**src/rtl/mac_accum_4b_if.sv**
```systemverilog
// rtl/mac_accum_4b_if.sv - operand-in / result-out handshake bundle for mac_accum_4b
interface mac_accum_4b_if #(
  parameter int ACC_W = 12
);
  logic             in_valid;
  logic             in_ready;
  logic [3:0]       in_x;
  logic [3:0]       in_y;
  logic             out_valid;
  logic             out_ready;
  logic [ACC_W-1:0] out_acc;
  logic             out_ovf;

  modport master (
    output in_valid, in_x, in_y, out_ready,
    input  in_ready, out_valid, out_acc, out_ovf
  );

  modport slave (
    input  in_valid, in_x, in_y, out_ready,
    output in_ready, out_valid, out_acc, out_ovf
  );
endinterface

```
**src/rtl/mac_accum_4b.sv**
```systemverilog
// rtl/mac_accum_4b.sv - 4x4 tree multiplier feeding a TERMS-deep dot-product accumulator; define MAC_SAT_EN for saturating results
module main (
  input  logic [3:0] x,
  input  logic [3:0] y,
  output logic [7:0] o
);
  logic [7:0] pp0, pp1, pp2, pp3;
  logic [7:0] s01, s23;

  // Partial products reduced by a two-level adder tree
  always_comb begin
    pp0 = y[0] ? {4'b0, x}       : 8'd0;
    pp1 = y[1] ? {3'b0, x, 1'b0} : 8'd0;
    pp2 = y[2] ? {2'b0, x, 2'b0} : 8'd0;
    pp3 = y[3] ? {1'b0, x, 3'b0} : 8'd0;
    s01 = pp0 + pp1;
    s23 = pp2 + pp3;
    o   = s01 + s23;
  end
endmodule

module mac_accum_4b #(
  parameter int TERMS = 4,
  parameter int ACC_W = 12
) (
  input  logic          clk,
  input  logic          rst_n,
  mac_accum_4b_if.slave bus
);
  localparam int             CW   = $clog2(TERMS);
  localparam logic [CW-1:0] LAST = CW'(TERMS - 1);

  typedef enum logic [1:0] {ACC, DRAIN, HOLD} state_t;

  state_t           state, state_nxt;
  logic             accept;
  logic [7:0]       prod;
  logic [CW-1:0]    cnt;
  logic [7:0]       p_q;
  logic             p_v, p_first, p_last;
  logic [ACC_W-1:0] acc, acc_nxt;
  logic             ovf_acc, ovf_nxt;
  logic [ACC_W:0]   sum;
  logic             out_valid_q, out_ovf_q;
  logic [ACC_W-1:0] out_acc_q;

  main u_mul (.x(bus.in_x), .y(bus.in_y), .o(prod));

  // Accept only in ACC, so in_ready comes straight from a register
  assign bus.in_ready  = (state == ACC);
  assign accept        = bus.in_valid & bus.in_ready;
  assign bus.out_valid = out_valid_q;
  assign bus.out_acc   = out_acc_q;
  assign bus.out_ovf   = out_ovf_q;

  // Input FSM state register
  always_ff @(posedge clk or negedge rst_n) begin
    if (!rst_n) state <= ACC;
    else        state <= state_nxt;
  end

  // Input FSM next state: last term -> one drain cycle -> hold until result taken
  always_comb begin
    state_nxt = state;
    case (state)
      ACC:     if (accept && cnt == LAST) state_nxt = DRAIN;
      DRAIN:   state_nxt = HOLD;
      HOLD:    if (out_valid_q && bus.out_ready) state_nxt = ACC;
      default: state_nxt = ACC;
    endcase
  end

  // Term counter, idle cycles leave it untouched
  always_ff @(posedge clk or negedge rst_n) begin
    if (!rst_n)      cnt <= '0;
    else if (accept) cnt <= (cnt == LAST) ? '0 : cnt + CW'(1);
  end

  // Stage P: register product with first/last-term markers
  always_ff @(posedge clk or negedge rst_n) begin
    if (!rst_n) begin
      p_q     <= '0;
      p_v     <= 1'b0;
      p_first <= 1'b0;
      p_last  <= 1'b0;
    end else if (accept) begin
      p_q     <= prod;
      p_v     <= 1'b1;
      p_first <= (cnt == '0);
      p_last  <= (cnt == LAST);
    end else begin
      p_v     <= 1'b0;
    end
  end

  // Next accumulator value; the first term restarts the sum and the sticky overflow
  always_comb begin
    sum     = (p_first ? '0 : {1'b0, acc}) + {{(ACC_W + 1 - 8){1'b0}}, p_q};
    ovf_nxt = (p_first ? 1'b0 : ovf_acc) | sum[ACC_W];
`ifdef MAC_SAT_EN
    acc_nxt = ovf_nxt ? '1 : sum[ACC_W-1:0];
`else
    acc_nxt = sum[ACC_W-1:0];
`endif
  end

  // Stage A: commit accumulator whenever a product is pending
  always_ff @(posedge clk or negedge rst_n) begin
    if (!rst_n) begin
      acc     <= '0;
      ovf_acc <= 1'b0;
    end else if (p_v) begin
      acc     <= acc_nxt;
      ovf_acc <= ovf_nxt;
    end
  end

  // Result register: loaded from the final term, held until the consumer takes it
  always_ff @(posedge clk or negedge rst_n) begin
    if (!rst_n) begin
      out_valid_q <= 1'b0;
      out_acc_q   <= '0;
      out_ovf_q   <= 1'b0;
    end else if (p_v && p_last) begin
      out_valid_q <= 1'b1;
      out_acc_q   <= acc_nxt;
      out_ovf_q   <= ovf_nxt;
    end else if (out_valid_q && bus.out_ready) begin
      out_valid_q <= 1'b0;
    end
  end
endmodule

```
**src/flat_wrapper.sv**
```systemverilog
// flat-port wrapper written by rule: the top's interface ports become plain ports
module mac_accum_4b_flat 
#(
  parameter int TERMS = 4,
  parameter int ACC_W = 12
)
  (clk, rst_n, bus_in_valid, bus_in_x, bus_in_y, bus_out_ready, bus_in_ready, bus_out_valid, bus_out_acc, bus_out_ovf);
  mac_accum_4b_if #(.ACC_W(ACC_W)) bus_i ();
  input  logic clk;
  input  logic rst_n;
  input wire logic [$bits(bus_i.in_valid)-1:0] bus_in_valid;
  input wire logic [$bits(bus_i.in_x)-1:0] bus_in_x;
  input wire logic [$bits(bus_i.in_y)-1:0] bus_in_y;
  input wire logic [$bits(bus_i.out_ready)-1:0] bus_out_ready;
  output wire logic [$bits(bus_i.in_ready)-1:0] bus_in_ready;
  output wire logic [$bits(bus_i.out_valid)-1:0] bus_out_valid;
  output wire logic [$bits(bus_i.out_acc)-1:0] bus_out_acc;
  output wire logic [$bits(bus_i.out_ovf)-1:0] bus_out_ovf;
  assign bus_i.in_valid = bus_in_valid;
  assign bus_i.in_x = bus_in_x;
  assign bus_i.in_y = bus_in_y;
  assign bus_i.out_ready = bus_out_ready;
  assign bus_in_ready = bus_i.in_ready;
  assign bus_out_valid = bus_i.out_valid;
  assign bus_out_acc = bus_i.out_acc;
  assign bus_out_ovf = bus_i.out_ovf;
  mac_accum_4b #(.TERMS(TERMS), .ACC_W(ACC_W)) u_core (.clk(clk), .rst_n(rst_n), .bus(bus_i));
endmodule
```
**config.mk**
```make
export PLATFORM = sky130hd
export DESIGN_NAME = mac_accum_4b_flat
export DESIGN_NICKNAME = d
export VERILOG_FILES = /design/src/rtl/mac_accum_4b_if.sv /design/src/rtl/mac_accum_4b.sv /design/src/flat_wrapper.sv
export SDC_FILE = /design/constraint.sdc
export NUM_CORES = 1
export LEC_CHECK = 0
export CAP_MARGIN = 20
export CORE_UTILIZATION = 25
export CTS_BUF_LIST = sky130_fd_sc_hd__clkbuf_8 sky130_fd_sc_hd__clkbuf_16
export DETAILED_ROUTE_END_ITERATION = 8
export GPL_TIMING_DRIVEN = 0
export RECOVER_POWER = 100
export SLEW_MARGIN = 20
export SYNTH_ARGS = -nofsm -noshare
export SYNTH_HDL_FRONTEND = slang
export SYNTH_SLANG_ARGS = --single-unit
```
**constraint.sdc**
```tcl
create_clock -name clk -period 3.8 [get_ports clk]
set_input_delay 0.76 -clock clk [delete_from_list [all_inputs] [get_ports clk]]
set_output_delay 0.76 -clock clk [all_outputs]
set_load 0.03 [all_outputs]
```
Word-level counts from Yosys, hierarchy flattened
Index checks and enable logic that the tools add are counted. Widths: inputs -> output; s select.

Equality and inequality tests: 5. Multipliers: 0. Add/subtract/negate cells: 5. Mux-type cells: 13. Reduce and logical (&&, ||, !) cells: 7. Divide/modulo/power cells: 0. Magnitude comparators: 0. Bitwise logic cells: 2. Shift operators: 0.

Operator list (count): $add 13x8->13 (1); $mux 12 (1); $add 6x7->8 (1); $add 8x5->8 (1); $add 8x8->8 (1); $mux 7 (1); $mux 2 (3); $mux 6 (1); $pmux 2 s3 (1); $mux 5 (1); $eq 2x2->1 const B (2); $logic_not 2->1 (2); $mux 1 (4); $mux 4 (1); $logic_and 1x1->1 (3); $add 2x1->2 const B (1); $eq 2x1->1 const B (1); $ne 2x1->1 const B (1); $ne 2x2->1 const B (1); $reduce_and 2->1 (1); $reduce_bool 2->1 (1); $and 1x1->1 (1); $or 1x1->1 (1).

RAM bits: 0. Input bits: 12. Memories kept: 0. Latch bits: 0. ROM bits: 0. Output and inout port bits: 15. Register bits after elaboration: 42. Logic and storage cells: 43.

Depth between registers and ports, before layout
Gate-level depths: netlist of the first run.

Depth after elaboration: 5. Depth in mapped cells: 12. Mapped depth without buffers: 12.

Modules after synthesis
From an unflattened synthesis of the first run, not the netlist that was laid out.

Cell total of the unflattened synthesis: 264. Area, all modules: 2623.8 µm².

By module, submodules not included: mac_accum_4b (times used 1, area an instance 2202.1 µm², seq. area each 1051.0 µm², cells each 210); main (times used 1, area an instance 421.7 µm², seq. area each 0.0 µm², cells each 54).

Worst setup path before layout of the first run
No wires, ideal clock.

Kind: input to register. Start: in bus_in_y[0]. End: reg u_core.p_q[7]. Setup time: 83 ps. Data arrival time: 3013 ps. Stages: 11. Setup slack: 705 ps. Cell sequence: and2_1 -> fa_1 -> fa_1 -> ha_1 -> inv_1 -> fa_1 -> inv_1 -> a21o_1 -> a21oi_1 -> xor2_1 -> o21ai_0.

Cells in the longest elaborated chain, start to end: 3.

RTL lines: from (decl) (line flat_wrapper.sv:13) `input wire logic [$bits(bus_i.in_y)-1:0] bus_in_y;`; $mux 4 (line mac_accum_4b.sv:12) `pp0 = y[0] ? {4'b0, x} : 8'd0;`; $add 8x5->8 (line mac_accum_4b.sv:16) `s01 = pp0 + pp1;`; $add 8x8->8 (line mac_accum_4b.sv:18) `o = s01 + s23;`; to (signal assigned) (line mac_accum_4b.sv:87) `p_q <= prod;`; to (decl) (line mac_accum_4b.sv:39) `logic [7:0] p_q;`.

Every way passes these cells. A chain may end at the register's enable or synchronous reset.

Final worst setup path of the first run
Same ends and word-level chain as after synthesis.

==> qor.yml, run 1 <==
place:
  portBuffers: 26
  dp.cells: 409
  dp_slack_ns: 0.0820
  gp_congestion: 0.804
  place_hpwl_um: 3660
global_routing:
  grt_max_degree: 28
  grt_first_pass_wirelength_um: 8240
  grt-ovfl-total: 0
  grt_pass1_vias: 1798
  globalRouteTotalUtil_pct: 10.1
  antenna_found_initial: 0
die:
  boundaryPins: 27
  die_x_um: 102
  rows: 36
  dieArea_mm2: 0.0105
  die_y_um: 102
  core_area_mm2: 0.00977
  initial_core_util_pct: 25.7
sta:
  worstMarginPinSlew_ns: 1.44
  fmax_mhz: 285
  fin_skew_ns: 0.00784
  finalMaxSlewViolations: 0
  setup_viol: 0
  hold_viol: 0
  rsz0062_at_grt: "no"
  period_minus_slack_ns: 3.51
  period_share_pct: 92.4
  slew_headroom_pct: 4.14
  fin_ws_ns: 0.288
  finalSetupTns_ns: 0
synthesis:
  muxShareOfSynthArea_pct: 8.37
  synth_warnings: 0
  synth_area_leaders: "dfrtp_1, ha_1, mux2_2, fa_1, nand2_1"
  yosys.cell_types.count: 40
  synth-compound-area-share_pct: 13.9
  synthAdderAreaFrac_pct: 14.7
  syn_area_mm2: 0.00251
  synth_xor_area_share_pct: 3.83
  yosys.area_share.simple_pct: 13.2
  synth_top_area_cell: "dfrtp_1"
  synth_edf_count: 0
  syn_inst: 249
  synth_seq_cells: 42
  async_flop_share_pct: 100
  syn_avg_cell_area_um2: 10.1
  ys_seq_area_share_pct: 41.8
  yosys.area.top_type_share_pct: 41.8
  synthFlopType: "dfrtp_1"
  synth_top_family_by_area: "adder cells"
  syn_nets: 287
worst_setup_path:
  r2r_end: "u_core.bus.out_acc[8]$_DFFE_PN0P_"
  crit_path_frequent_cell: "fa_1"
  path_buf_inv: 3
  worst_setup_path_start_kind: "primary input"
  endpoint: "u_core.p_q[7]$_DFFE_PN0P_"
  endpoint_kind: "register"
  rr_worst_depth: 10
  crit_arrival_ns: 3.73
  path_delay_family: "adder cells"
  crit_fanout: 4
  required_ns: 4.01
  max_stage_delay_ns: 0.59
  r2r_slack_ns: 0.52
  critPathLaunch: "bus_in_y[0]"
  path_class: "in -> reg"
  cp_cell_sequence: "dlygate4sd3_1, and2_1, fa_1, fa_1, ha_1, inv_1, fa_1, inv_1, a21o_1, a21oi_1, xor2_1, o21ai_0"
  cp_slowest_cell: "dlygate4sd3_1"
  cp.depth: 12
  regToRegStartpoint: "u_core.p_first$_DFFE_PN0P_"
routing:
  drcViolationCount: 0
  vias: 1784
  dr.pass1.iters: 4
  wl_um: 4620
  ant_nets: 0
  drtIter0Drc: 73
  wl_per_cell_um: 11.1
  vias_per_cell: 4.28
min_path:
  hold_path.class: "reg -> reg"
final_layout:
  instances_no_fill: 417
  layout-drive-gt1-share_pct: 8.80
  area_growth_pct: 19.9
  nets: 321
  antenna_cells: 0
clock_network:
  cts_resized: 0
  cts_tree: "done"
  clock_sinks: 42
  root_buffer: "clkbuf_8"
  clkTransAtPathRegs_ns: 0.08
  cts_setup_buffers: 0
  hold_buffers: 0
  cts.path.max_buffers: 2
  htree_levels: 2
  clk_latency_ns: 0.30
  numCtsBuffers: 5
power:
  power.density_mw_per_mm2: 784
  total_power_w: 0.00236
  p_leak_nw: 1.42
  vdd_drop_max_v: 0.000213
job:
  cap_viol_max_count: 0
outcome:
  status: "finished clean"
## report_power, final
part / switching (W) / leakage (nW) / total [W] / internal (W)
clock network: 0.000156 / 0.0472 / 0.000302 / 0.000146
logic: 0.000754 / 0.850 / 0.00131 / 0.000552
registers: 0.000108 / 0.518 / 0.000754 / 0.000646
## tightest hold or removal path, delay by kind of cell, from the launching register on
kind	cells	cell delay, ns
AO/OA/AOI/OAI	1	0.05
flip-flops	1	0.34
AND/OR/NAND/NOR	1	0.04
## synth_stat cells, types with 2 or more instances
| cell | instances |
|---|---|
| a21o_1 | 6 |
| a21oi_1 | 14 |
| a22o_1 | 2 |
| and2_1 | 12 |
| clkbuf_1 | 5 |
| dfrtp_1 | 42 |
| fa_1 | 6 |
| ha_1 | 20 |
| inv_1 | 18 |
| mux2_2 | 16 |
| mux2i_1 | 3 |
| nand2_1 | 26 |
| nand3_1 | 4 |
| nor2_1 | 16 |
| nor2b_1 | 7 |
| nor3_1 | 2 |
| o211ai_1 | 3 |
| o21ai_0 | 16 |
| xnor2_1 | 6 |
| xor2_1 | 5 |
## layout by cell type, fill, tap and decap left out, types with 6 or more instances in the layout
master           count
dfrtp_1             42
nand2_1             26
ha_1                20
inv_1               19
o21ai_0             18
dlygate4sd3_1       18
nor2_1              16
mux2_2              16
a21oi_1             14
and2_1              12
clkbuf_1             8
nor2b_1              7
clkdlybuf4s50_1      7
a21o_1               6
xnor2_1              6
fa_1                 6
clkbuf_8             6
## worst min path at each step
stage,from,end,slack (ns),cells past startpoint
floorplan,rst_n,u_core.acc[0]$_DFFE_PN0P_,0.46,0
global placement,u_core.bus.out_acc[2]$_DFFE_PN0P_,u_core.bus.out_acc[2]$_DFFE_PN0P_,0.46,2
detailed placement,u_core.bus.out_acc[9]$_DFFE_PN0P_,u_core.bus.out_acc[9]$_DFFE_PN0P_,0.47,2
CTS,rst_n,u_core.bus.out_valid$_DFFE_PN0P_,0.38,1
global route,u_core.bus.out_acc[8]$_DFFE_PN0P_,u_core.bus.out_acc[8]$_DFFE_PN0P_,0.52,2
finish,u_core.bus.out_acc[9]$_DFFE_PN0P_,u_core.bus.out_acc[9]$_DFFE_PN0P_,0.47,2
## sequential cells by signal (all words and copies together) (netlist names)
name and count:
u_core.state 2, u_core.p_v 1, u_core.bus.out_acc 12, u_core.p_first 1
u_core.bus.out_ovf 1, u_core.p_q 8, u_core.p_last 1, u_core.cnt 2
u_core.ovf_acc 1, u_core.acc 12, u_core.bus.out_valid 1
## cell families after synthesis
group	count (synthesis)
flip-flops	42
multiplexers	19
adder cells (fa/ha/maj)	26
AO/OA/AOI/OAI	54
XOR/XNOR	11
buffers and inverters	26
AND/OR/NAND/NOR	71
## final cells by class
cell class,instances,area (um^2)
clock inverter,2,12.5
timing repair buffer,27,258
fill,1031,6760
tap,133,166
multi-input combinational,181,1340
inverter,19,71.3
clock buffer,6,82.6
buffer,7,27.5
sequential,42,1050
## per-stage QoR
stage,cell area (um^2),hold slack [ns],util [%]
floorplan,2510,0.456,-
global placement,2940,0.460,30.1
detailed placement,2950,0.469,30.2
CTS,3050,0.381,31.2
global route,3010,0.520,30.8
finish,3010,0.472,30.8
## layer usage
metal	part of all wire (%)	track usage, %	vias to the layer above
met4	1.1	3.30	0
met3	3.3	2.46	6
met2	46	16.3	27
met5	0	0	-
li1	-	-	927
met1	50	13.4	824
Note: power is estimated with default switching activity, not from simulation.
==> inputs of run 2 (changes only) <==
==> constraint.sdc (replaced) <==
create_clock -name clk -period 3.8 [get_ports clk]
set_input_delay 0.57 -clock clk [delete_from_list [all_inputs] [get_ports clk]]
set_output_delay 0.57 -clock clk [all_outputs]
set_load 0.03 [all_outputs]
==> qor.yml, run 2 (synthesized netlist as in run 1, its figures left out) <==
outcome:
  status: "finished clean"
clock_network:
  clkTransAtPathRegs_ns: 0.09  # about the same
  clk_latency_ns: 0.30  # about the same
  clock_sinks: 42  # unchanged
  hold_buffers: 0  # unchanged
  root_buffer: "clkbuf_8"
  cts_resized: 0  # unchanged
  cts_tree: "done"
  numCtsBuffers: 5  # unchanged
  cts_setup_buffers: 0  # unchanged
  htree_levels: 2  # unchanged
  cts.path.max_buffers: 2  # unchanged
global_routing:
  grt_pass1_vias: 1798  # unchanged
  grt-ovfl-total: 0  # unchanged
  globalRouteTotalUtil_pct: 10.1  # unchanged
  grt_max_degree: 28  # unchanged
  grt_first_pass_wirelength_um: 8240  # unchanged
  antenna_found_initial: 0  # unchanged
place:
  dp.cells: 409  # unchanged
  portBuffers: 26  # unchanged
  gp_congestion: 0.804  # unchanged
  place_hpwl_um: 3660  # unchanged
  dp_slack_ns: 0.272  # +0.190 ns
  dpl_cell_area_mm2: 0.00295  # unchanged
die:
  dieArea_mm2: 0.0105  # unchanged
  die_y_um: 102  # unchanged
  initial_core_util_pct: 25.7  # unchanged
  die_x_um: 102  # unchanged
  boundaryPins: 27  # unchanged
  rows: 36  # unchanged
  core_area_mm2: 0.00977  # unchanged
final_layout:
  layout_commonest_cell: "dfrtp_1"
  instances_no_fill: 417  # unchanged
  fin_area_mm2: 0.00301  # unchanged
  antenna_cells: 0  # unchanged
  area_growth_pct: 19.9  # unchanged
  layout-drive-gt1-share_pct: 8.80  # unchanged
  final_cell_mix: "dfrtp_1, nand2_1, ha_1, inv_1"
  nets: 321  # unchanged
sta:
  slew_headroom_pct: 4.14  # unchanged
  setup_viol: 0  # unchanged
  period_minus_slack_ns: 3.34  # -0.177 ns
  worstMarginPinSlew_ns: 1.44  # unchanged
  fin_skew_ns: 0.00784  # unchanged
  rsz0062_at_grt: "no"
  hold_viol: 0  # unchanged
  finalSetupTns_ns: 0  # unchanged
  fin_ws_ns: 0.465  # +0.177 ns
  period_share_pct: 87.8  # -4.6 points
  fmax_mhz: 300  # +5.3%
  finalMaxSlewViolations: 0  # unchanged
routing:
  dr.pass1.iters: 4  # unchanged
  drcViolationCount: 0  # unchanged
  wl_um: 4620  # about the same
  ant_nets: 0  # unchanged
  wl_per_cell_um: 11.1  # about the same
  vias: 1784  # unchanged
  vias_per_cell: 4.28  # unchanged
  drtIter0Drc: 73  # unchanged
power:
  power.density_mw_per_mm2: 784  # about the same
  p_leak_nw: 1.41  # about the same
  vdd_drop_max_v: 0.000213  # unchanged
worst_setup_path:
  worst_setup_path_start_kind: "primary input"
  crit_arrival_ns: 3.55  # -0.18 ns
  endpoint_kind: "register"
  path_class: "in -> reg"
  crit_fanout: 4  # unchanged
  required_ns: 4.01  # about the same
job:
  cap_viol_max_count: 0  # unchanged
min_path:
  hold_path.class: "in -> async"
run 2: cell counts in the layout (fill, tap and decap cells not counted):
Identical to the previous run, type by type.
run 2: metrics by stage:
step | power, W | hold WS (ns) | utilization, %
4_1_cts | 0.00246 | 0.191 | 31.2
5_1_grt | 0.00260 | 0.441 | 30.8
3_5_place_dp | 0.00214 | 0.469 | 30.2
3_3_place_gp | 0.00212 | 0.460 | 30.1
6_report | 0.00236 | 0.345 | 30.8
2_1_floorplan | 0.00175 | 0.274 | -
run 2: layout make-up:
type                       instances  area [um^2]
fill                            1031         6760
multi-input combinational        181         1340
sequential                        42         1050
timing repair buffer              27          258
tap                              133          166
clock buffer                       6         82.6
inverter                          19         71.3
buffer                             7         27.5
clock inverter                     2         12.5
run 2: metal layers:
layer | vias up | wire length [um] | GRT usage (%)
li1 | 927 | - | -
met1 | 824 | 2300 | 13.4
met2 | 27 | 2110 | 16.3
met3 | 6 | 154 | 2.46
met4 | 0 | 51 | 3.30
met5 | - | 0 | 0
run 2: critical path: stages:
cell and delay [ns]:
dlygate4sd3_1 0.59, and2_0 0.21, fa_1 0.51, fa_1 0.55
ha_1 0.16, inv_1 0.05, fa_1 0.40, inv_1 0.07
a21o_1 0.10, a21oi_1 0.07, xor2_1 0.14, o21ai_0 0.14
run 2: where the power goes:
part	switching, W	total, W	internal (W)
sequential	0.000108	0.000754	0.000646
clock	0.000156	0.000302	0.000146
combinational	0.000754	0.00131	0.000552
total	0.00102	0.00236	0.00134
run 2: final timing paths:
path | startpoint | endpoint | slack (ns) | cells past startpoint
max | bus_in_y[0] | u_core.p_q[7]$_DFFE_PN0P_ | 0.46 | 12
min reg2reg | u_core.bus.out_acc[9]$_DFFE_PN0P_ | u_core.bus.out_acc[9]$_DFFE_PN0P_ | 0.47 | 2
max reg2reg | u_core.p_first$_DFFE_PN0P_ | u_core.bus.out_acc[8]$_DFFE_PN0P_ | 0.52 | 10
min in group clk | u_core.bus.out_acc[9]$_DFFE_PN0P_ | u_core.bus.out_acc[9]$_DFFE_PN0P_ | 0.47 | 2
max in group asynchronous | rst_n | u_core.p_q[6]$_DFFE_PN0P_ | 1.65 | 2
min | rst_n | u_core.bus.out_valid$_DFFE_PN0P_ | 0.35 | 1
